--- config.mk ---
export PLATFORM = sky130hd
export DESIGN_NAME = regfile_operand_unit
export DESIGN_NICKNAME = d
export VERILOG_FILES = /design/src/rtl/cpu_pkg.sv /design/src/rtl/imm_gen.sv /design/src/rtl/regfile_operand_unit.sv
export SDC_FILE = /design/constraint.sdc
export NUM_CORES = 1
export LEC_CHECK = 0
export CORE_MARGIN = 1.5
export CORE_UTILIZATION = 35
export CTS_BUF_LIST = sky130_fd_sc_hd__clkbuf_8
export CTS_CLUSTER_SIZE = 14
export DETAILED_ROUTE_END_ITERATION = 7
export GPL_TIMING_DRIVEN = 0
export HOLD_SLACK_MARGIN = 0.02
export PLACE_DENSITY = 0.64
export SETUP_SLACK_MARGIN = 0.4
export SLEW_MARGIN = 25
export SYNTH_ARGS = -nofsm -noshare
export SYNTH_HDL_FRONTEND = slang
export SYNTH_SLANG_ARGS = --single-unit
--- constraint.sdc ---
create_clock -name CLK -period 16.85 [get_ports CLK]
set_input_delay 5.055 -clock CLK [delete_from_list [all_inputs] [get_ports CLK]]
set_output_delay 5.055 -clock CLK [all_outputs]
set_load 0.03 [all_outputs]
--- src/rtl/cpu_pkg.sv ---
// Shared processor definitions: immediate formats and write-back sources.
package cpu_pkg;

   // Immediate format selector; codes 5-7 produce zero.
   typedef enum logic [2:0] {
      IMM_I6 = 3'd0,
      IMM_I9 = 3'd1,
      IMM_J  = 3'd2,
      IMM_UI = 3'd3,
      IMM_Z  = 3'd4
   } imm_mode_t;

   // Write-back data source.
   typedef enum logic [1:0] {
      WB_ALU = 2'd0,
      WB_MDR = 2'd1,
      WB_IMM = 2'd2,
      WB_PC  = 2'd3
   } wb_sel_t;

   // Lowest instruction bit captured by the upper-immediate register.
   localparam int UI_LSB = 7;

endpackage

--- src/rtl/imm_gen.sv ---
// Combinational immediate generator. The opcode bits instr[2:0] are not part
// of any immediate, so only instr[DATA_W-1:3] is brought in.
module imm_gen
   import cpu_pkg::*;
#(
   parameter int DATA_W = 16
) (
   input  logic [DATA_W-1:3]      instr_f,
   input  logic [2:0]             imm_mode,
   input  logic [DATA_W-UI_LSB-1:0] ui_reg,
   output logic [DATA_W-1:0]      imm_c
);

   // Format decode; unused mode codes fall through to zero.
   always_comb begin
      // NOTE: assigning a default before the case keeps every path driven, so no latch is inferred.
      imm_c = '0;
      case (imm_mode)
         IMM_I6:  imm_c = {{(DATA_W-6){instr_f[8]}}, instr_f[8:3]};
         IMM_I9:  imm_c = {{(DATA_W-9){instr_f[11]}}, instr_f[11:3]};
         // Sign-extended jump offset, pre-scaled to a half-word address.
         IMM_J:   imm_c = {{2{instr_f[DATA_W-1]}}, instr_f[DATA_W-1:3], 1'b0};
         IMM_UI:  imm_c = {ui_reg, instr_f[9:3]};
         IMM_Z:   imm_c = {{(DATA_W-6){1'b0}}, instr_f[8:3]};
         default: imm_c = '0;
      endcase
   end

endmodule

--- src/rtl/regfile_operand_unit.sv ---
// Register file and operand stage: architectural registers with write-through
// bypass, write-back source mux, upper-immediate register and the A/B/immediate
// operand latches feeding the execute cycle.
module regfile_operand_unit
   import cpu_pkg::*;
#(
   parameter int DATA_W    = 16,
   parameter int REG_COUNT = 8,
   parameter int ADDR_W    = $clog2(REG_COUNT),
   parameter int ZERO_REG  = 0
) (
   input  logic              CLK,
   input  logic              RST,
   input  logic [ADDR_W-1:0] rd_a_addr,
   input  logic [ADDR_W-1:0] rd_b_addr,
   input  logic              wr_en,
   input  logic [ADDR_W-1:0] wr_addr,
   input  logic [1:0]        wb_sel,
   input  logic [DATA_W-1:0] alu_out,
   input  logic [DATA_W-1:0] mdr,
   input  logic [DATA_W-1:0] pc_in,
   input  logic [DATA_W-1:0] instr,
   input  logic [2:0]        imm_mode,
   input  logic              ab_load,
   input  logic              imm_load,
   input  logic              ui_load,
   output logic [DATA_W-1:0] reg_a,
   output logic [DATA_W-1:0] reg_b,
   output logic [DATA_W-1:0] imm_out,
   output logic [DATA_W-1:0] wb_data
);

   localparam int UI_W = DATA_W - UI_LSB;

   logic [DATA_W-1:0] regs_q [REG_COUNT];
   logic [UI_W-1:0]   ui_q, ui_d;
   logic [DATA_W-1:0] reg_a_q, reg_a_d;
   logic [DATA_W-1:0] reg_b_q, reg_b_d;
   logic [DATA_W-1:0] imm_q, imm_d;
   logic [DATA_W-1:0] imm_c;
   logic              wr_eff;

   // The opcode field is decoded by the control FSM, not here.
   logic unused_opcode;
   assign unused_opcode = ^instr[2:0];

   imm_gen #(.DATA_W(DATA_W)) u_imm_gen (
      .instr_f  (instr[DATA_W-1:3]),
      .imm_mode (imm_mode),
      .ui_reg   (ui_q),
      .imm_c    (imm_c)
   );

   // Write-back source mux; the immediate source is the live imm_c, not imm_out.
   always_comb begin
      wb_data = alu_out;
      case (wb_sel)
         WB_ALU:  wb_data = alu_out;
         WB_MDR:  wb_data = mdr;
         WB_IMM:  wb_data = imm_c;
         WB_PC:   wb_data = pc_in;
         default: wb_data = alu_out;
      endcase
   end

   // A write to register 0 is discarded when it is hard-wired to zero.
   assign wr_eff = wr_en && !((ZERO_REG != 0) && (wr_addr == '0));

   // Register read with zero-register masking and same-cycle write-through.
   function automatic logic [DATA_W-1:0] read_reg(input logic [ADDR_W-1:0] addr);
      if ((ZERO_REG != 0) && (addr == '0)) begin
         return '0;
      end else if (wr_eff && (wr_addr == addr)) begin
         return wb_data;
      end
      return regs_q[addr];
   endfunction

   // Next-state selection for the operand latches and the UI register.
   always_comb begin
      reg_a_d = reg_a_q;
      reg_b_d = reg_b_q;
      imm_d   = imm_q;
      ui_d    = ui_q;
      if (ab_load) begin
         reg_a_d = read_reg(rd_a_addr);
         reg_b_d = read_reg(rd_b_addr);
      end
      if (imm_load) begin
         imm_d = imm_c;
      end
      if (ui_load) begin
         ui_d = instr[DATA_W-1:UI_LSB];
      end
   end

   // Register array: cleared on reset, written from the write-back mux.
   always_ff @(posedge CLK or posedge RST) begin
      if (RST) begin
         // NOTE: the array must read as zero straight after reset, so every entry is reset here; this keeps it in flops rather than a RAM macro.
         for (int i = 0; i < REG_COUNT; i++) begin
            regs_q[i] <= '0;
         end
      end else if (wr_eff) begin
         // NOTE: non-blocking assignment so every register in this design samples pre-edge values.
         regs_q[wr_addr] <= wb_data;
      end
   end

   // Operand latches and UI register.
   always_ff @(posedge CLK or posedge RST) begin
      if (RST) begin
         reg_a_q <= '0;
         reg_b_q <= '0;
         imm_q   <= '0;
         ui_q    <= '0;
      end else begin
         reg_a_q <= reg_a_d;
         reg_b_q <= reg_b_d;
         imm_q   <= imm_d;
         ui_q    <= ui_d;
      end
   end

   assign reg_a   = reg_a_q;
   assign reg_b   = reg_b_q;
   assign imm_out = imm_q;

endmodule

==> results.py, run 1 <==
metrics = {
    "layout": {
        "drive_above_1_share_pct": 19.59,
        "layout_commonest_cell": "dfrtp_1",
        "fin_nets": 1098,
        "final.fill_count": 2567,
        "antenna_cells": 0,
        "stdcell_area_um2": 11970,
        "area_delta_synth_final_pct": 22.96,
        "final_cell_mix": "dfrtp_1, nand2_1, clkdlybuf4s50_1",
    },
    "clock_network": {
        "cts_tree": "yes",
        "cts_setup_buffers": 0,
        "cts-root-buf": "clkbuf_8",
        "cts.sinks": 185,
        "clk_pin_slew_worst_paths_ns": 0.09,
        "cts_buffers": 17,
        "htreeDepth": 4,
        "cts_resized": 0,
        "clock_latency_ns": 0.48,
        "ctsHoldBuffers": 0,
        "cts.path.max_buffers": 2,
    },
    "critical_path": {
        "required_ns": 11.79,
        "cp_cell_sequence": "clkdlybuf4s50_1 -> mux2i_2 -> o22ai_1 -> o221ai_1 -> buf_2 -> inv_1 -> clkdlybuf4s50_1",
        "max_stage_delay_ns": 0.62,
        "worst_path_max_delay_cell": "clkdlybuf4s50_1",
        "crit_type": "in -> out",
        "critPathCaptureType": "output port",
        "reg2reg_depth": 5,
        "cp-start-kind": "input port",
        "crit_top_cell": "clkdlybuf4s50_1",
        "cp.arrival_ns": 7.79,
        "critPathMaxFanout": 10,
    },
    "sta": {
        "max_slew_margin_pct": 31.08,
        "hold_viol": 0,
        "finClkSkew_ns": 0.02083,
        "rsz0062_at_grt": "no",
        "slew_viol_final": 0,
        "max_freq_mhz": 77.83,
        "setup_violations": 0,
        "fin_crit_ns": 12.85,
        "fin_setup_tns_ns": 0,
        "worst_slew_pin_slew_ns": 1.034,
        "finalCritPeriodShare_pct": 76.25,
    },
    "power_and_ir_drop": {
        "seqPwrFrac_pct": 46.5,
        "p_sw_uw": 425.6,
        "clockPowerShare_pct": 23.6,
        "p_total_mw": 1.260,
        "peakVddDrop_v": 0.00004945,
        "comb_power_share_pct": 29.8,
        "internal_power_uw": 834.6,
        "power-per-cell-area_nw_per_um2": 105.2,
        "switching_share_pct": 33.78,
        "leakage_nw": 5.031,
    },
    "floorplanning": {
        "rows": 60,
        "die_x_um": 169.8,
        "die_h_um": 169.8,
        "die_area_um2": 28830,
        "start_util_pct": 35.93,
        "core_area_um2": 27100,
        "io_pins": 148,
    },
    "detailed_routing": {
        "drcViolationCount": 0,
        "met2_length_um": 14790,
        "maxUsedRoutingLayer": "met4",
        "wl_um": 32240,
        "drt-initial-drc-count": 719,
        "ant_nets": 0,
        "routedWlPerCell_um": 23.06,
        "wl_met1_um": 13110,
        "route.met3.wl_um": 3118,
        "first_pass_iters": 5,
        "via_per_inst": 5.604,
        "dr_total_vias": 7835,
    },
    "place": {
        "gp_congestion": 0.8689,
        "dpl.hpwl_um": 22880,
        "place.port_buffers": 133,
        "dpl-instance-area_um2": 11600,
    },
    "yosys": {
        "yosysTopAreaCell": "dfrtp_1",
        "synthTopCellsByArea": "dfrtp_1, mux4_2, nand2_1, o21ai_1, mux2_2",
        "synth_area_um2": 9738,
        "yosys.cell_types.count": 44,
        "syn_avg_cell_area_um2": 11.32,
        "ys_seq_elements": 185,
        "synth_top_area_share_pct": 47.54,
        "seq_area_frac_synth_pct": 47.54,
        "ys_warn_count": 0,
        "synthCells": 860,
        "synth_nets": 944,
    },
    "status": {
        "status": "completed",
    },
    "grt": {
        "overflow": 0,
        "grt_pass1_wl_um": 48340,
        "grt_antenna_before_repair": 0,
        "grt_max_degree": 92,
        "gr-usage-all-layers_pct": 23.00,
        "grt_pass1_vias": 7945,
    },
    "worst_hold_path": {
        "hold_depth": 2,
        "hold_class": "reg -> reg",
    },
    "job": {
        "drv_cap": 0,
    },
}
layout make-up:
class                   count  area, µm²  share of cell area, %
flip-flops and latches    185       4629                  38.66
clock inverters            12      115.1                 0.9613
repair buffers            135       1386                  11.58
plain buffers              83      412.9                  3.448
clock buffers              19      261.5                  2.184
multi-input cells         565       4594                  38.37
well taps                 372      465.4                  3.887
inverters                  27      108.9                 0.9091
metal layers:
| metal | GRT usage [%] | vias to the layer above |
|---|---|---|
| met5 | 0 | - |
| met3 | 6.297 | 66 |
| met2 | 36.62 | 365 |
| met1 | 29.43 | 3955 |
| met4 | 9.927 | 0 |
| li1 | - | 3449 |
power groups by stage:
| stage | clock network [mW] | registers, mW | logic [mW] |
|---|---|---|---|
| after floorplan | 0 | 0.618 | 0.210 |
| after global placement | 0 | 0.589 | 0.370 |
| after detailed placement | 0 | 0.593 | 0.378 |
| after CTS | 0.302 | 0.585 | 0.379 |
| after global routing | 0.320 | 0.598 | 0.407 |
| final | 0.298 | 0.586 | 0.376 |
critical path: cells and delay by family:
family	cells	cell delay, ns
AOI/OAI and AO/OA	2	0.66
buffers and inverters	4	1.60
muxes	1	0.46
cells by family (layout without fill, tap and decap cells):
kind of cell           Yosys count  after routing  synth area share, %
AO/OA/AOI/OAI                  237            237                15.59
AND/OR/NAND/NOR                194            194                8.955
buffers and inverters          110            276                5.281
multiplexers                   128            128                21.87
XOR/XNOR                         6              6               0.7710
flip-flops                     185            185                47.54
Yosys cell counts (all sizes together):
| cell | number |
|---|---|
| nor2b | 14 |
| nor4 | 2 |
| a221oi | 12 |
| nor4bb | 5 |
| buf | 50 |
| mux2 | 35 |
| a222oi | 7 |
| mux4 | 64 |
| o2bb2ai | 5 |
| a211o | 2 |
| or2 | 1 |
| o41a | 2 |
| inv | 27 |
| and2 | 7 |
| a21boi | 1 |
| clkbuf | 33 |
| nand2b | 2 |
| o21ai | 135 |
| o21a | 6 |
| nand3 | 4 |
| dfrtp | 185 |
| o41ai | 2 |
| o22ai | 25 |
| a22o | 1 |
| a211oi | 5 |
| o221ai | 8 |
| nand4 | 1 |
| nor3b | 5 |
| mux2i | 29 |
| nor2 | 20 |
| nand2 | 133 |
| xor2 | 6 |
| a21oi | 26 |
state kept, by name, summed over array words and instances (netlist names):
register / flops
reg_b: 16
regs_q: 128
reg_a: 16
ui_q: 9
imm_out: 16
worst paths after layout:
kind / from / to / slack (ns)
min in group asynchronous: RST / imm_out[12] / 4.89
max: imm_mode[0] / wb_data[9] / 4.00
max reg2reg: ui_q[2] / reg_b[9] / 15.07
max in group asynchronous: RST / reg_b[1] / 10.86
min reg2reg: regs_q[8] / regs_q[8] / 0.51
min: regs_q[8] / regs_q[8] / 0.51
per-stage QoR:
stage / hold slack, ns / setup WS (ns) / std cells / util, %
after floorplan: 0.4609 / 5.621 / 860 / -
after global placement: 0.4744 / 3.987 / 1365 / 42.56
after detailed placement: 0.4876 / 3.988 / 1367 / 42.79
after CTS: 0.5074 / 3.987 / 1398 / 44.18
after global routing: 0.5344 / 3.807 / 1398 / 44.18
final: 0.5065 / 4.002 / 1398 / 44.18
Note: power is estimated with default switching activity, not from simulation.
==> inputs of run 2 (changes only) <==
--- a/config.mk
+++ b/config.mk
@@ -12,7 +12,7 @@
 export DETAILED_ROUTE_END_ITERATION = 7
 export GPL_TIMING_DRIVEN = 0
 export HOLD_SLACK_MARGIN = 0.02
-export PLACE_DENSITY = 0.64
+export PLACE_DENSITY = 0.66
 export SETUP_SLACK_MARGIN = 0.4
 export SLEW_MARGIN = 25
 export SYNTH_ARGS = -nofsm -noshare
==> constraint.sdc (replaced) <==
create_clock -name CLK -period 11.1 [get_ports CLK]
set_input_delay 3.33 -clock CLK [delete_from_list [all_inputs] [get_ports CLK]]
set_output_delay 3.33 -clock CLK [all_outputs]
set_load 0.03 [all_outputs]
==> results.py, run 2 (synthesis gave the netlist of run 1 again) <==
metrics = {
    "status": {
        "status": "completed",
    },
    "clock_network": {
        "clock_latency_ns": 0.50,
        "cts.path.max_buffers": 2,
        "htreeDepth": 4,
        "cts_resized": 0,
        "cts_setup_buffers": 0,
        "cts_buffers": 17,
        "cts_tree": "yes",
        "cts.sinks": 185,
        "clk_pin_slew_worst_paths_ns": 0.09,
        "cts-root-buf": "clkbuf_8",
        "ctsHoldBuffers": 0,
    },
    "power_and_ir_drop": {
        "switching_share_pct": 34.25,
        "seqPwrFrac_pct": 46.7,
        "peakVddDrop_v": 0.00007892,
        "internal_power_mw": 1.258,
        "p_sw_uw": 655.1,
        "leakage_nw": 5.025,
        "clockPowerShare_pct": 23.3,
        "power-per-cell-area_nw_per_um2": 159.7,
        "comb_power_share_pct": 30.0,
    },
    "layout": {
        "final_cell_mix": "dfrtp_1, nand2_1, clkdlybuf4s50_1",
        "regMostFlops": "regs_q",
        "final_util_pct": 44.19,
        "layout_commonest_cell": "dfrtp_1",
        "fin_nets": 1098,
        "largest_reg_flops": 128,
        "drive_above_1_share_pct": 19.57,
        "area_delta_synth_final_pct": 22.97,
        "antenna_cells": 0,
    },
    "floorplanning": {
        "die_x_um": 169.8,
        "rows": 60,
        "die_area_um2": 28830,
        "start_util_pct": 35.93,
        "io_pins": 148,
        "die_h_um": 169.8,
        "core_area_um2": 27100,
    },
    "sta": {
        "whs_ns": 0.5102,
        "hold_viol": 0,
        "finClkSkew_ns": 0.02040,
        "max_freq_mhz": 105.8,
        "fin_crit_ns": 9.450,
        "fin_setup_tns_ns": 0,
        "setup_ws_ns": 1.650,
        "worst_slew_pin_slew_ns": 0.9704,
        "setup_violations": 0,
        "finalCritPeriodShare_pct": 85.13,
        "max_slew_margin_pct": 35.31,
        "rsz0062_at_grt": "no",
        "slew_viol_final": 0,
    },
    "place": {
        "gp_congestion": 0.8726,
        "dpl.hpwl_um": 22510,
        "pre_cts_slack_ns": 1.743,
        "place.port_buffers": 133,
    },
    "grt": {
        "grt_pass1_wl_um": 48130,
        "grt_antenna_before_repair": 0,
        "overflow": 0,
        "grt_max_degree": 82,
        "gr-usage-all-layers_pct": 22.75,
        "grt_pass1_vias": 7965,
    },
    "critical_path": {
        "cp_cell_sequence": "clkdlybuf4s50_1 -> buf_4 -> mux2i_1 -> o22ai_1 -> o221ai_1 -> buf_2 -> inv_1 -> clkdlybuf4s50_1",
        "path_buf_inv": 5,
        "cp-start-kind": "input port",
        "required_ns": 7.77,
        "critPathMaxFanout": 10,
        "crit_family": "buffers and inverters",
        "crit_top_cell": "clkdlybuf4s50_1",
        "crit_type": "in -> out",
        "max_stage_delay_ns": 0.65,
        "cp.arrival_ns": 6.12,
        "critPathCaptureType": "output port",
        "worst_path_max_delay_cell": "clkdlybuf4s50_1",
    },
    "detailed_routing": {
        "routedWlPerCell_um": 22.92,
        "wl_um": 32070,
        "via_per_inst": 5.653,
        "drt-initial-drc-count": 687,
        "ant_nets": 0,
        "dr_total_vias": 7909,
        "first_pass_iters": 5,
        "drcViolationCount": 0,
    },
    "worst_hold_path": {
        "hold_class": "reg -> reg",
    },
    "job": {
        "drv_cap": 0,
    },
}
-- run 2: cell types whose count changed in the layout (fill, tap and decap cells not counted) --
cell        previous run  this run
bufinv_16              1         0
clkbuf_8              19        21
clkinv_2               3         0
clkinvlp_4             2         4
inv_1                 26        27
-- run 2: routing by layer --
metal	up-vias	global-route usage [%]	wire, µm
met1	3959	30.07	13420
met3	77	5.480	2930
li1	3456	-	-
met4	0	8.619	1063
met5	-	0	0
met2	417	36.24	14660
-- run 2: area by class of cell --
class | instances | area (µm²)
clock inverters | 11 | 88.84
repair buffers | 135 | 1386
clock buffers | 21 | 289.0
plain buffers | 83 | 412.9
well taps | 372 | 465.4
multi-input cells | 565 | 4594
fillers | 2575 | 15130
inverters | 27 | 108.9
flip-flops and latches | 185 | 4629
-- run 2: final timing paths --
check                       startpoint     endpoint  slack (ns)  cells after the start
max                        imm_mode[0]   wb_data[7]        1.65                      8
min                         regs_q[40]   regs_q[40]        0.51                      2
max reg2reg                    ui_q[2]     reg_b[9]        9.24                      5
min reg2reg                 regs_q[40]   regs_q[40]        0.51                      2
max in group asynchronous          RST    regs_q[5]        6.84                      4
min in group asynchronous          RST  imm_out[12]        3.20                      2
-- run 2: metrics by stage --
| stage | cells | area [µm²] | power [mW] |
|---|---|---|---|
| global route | 1399 | 11980 | 2.002 |
| detailed placement | 1367 | 11600 | 1.475 |
| finish | 1399 | 11980 | 1.913 |
| CTS | 1399 | 11980 | 1.914 |
| global placement | 1365 | 11530 | 1.455 |
| floorplan | 860 | 9738 | 1.257 |
-- run 2: worst min-delay path: stages (launching register included) --
cell and delay (ns):
dfrtp_1 0.36, nand2_1 0.05, o21ai_0 0.06
-- run 2: power by group through the flow --
stage / logic (mW) / clock network [mW] / registers (mW)
after floorplan: 0.319 / 0 / 0.938
after global placement: 0.561 / 0 / 0.894
after detailed placement: 0.574 / 0 / 0.901
after CTS: 0.576 / 0.448 / 0.890
after global routing: 0.619 / 0.474 / 0.909
final: 0.573 / 0.446 / 0.894
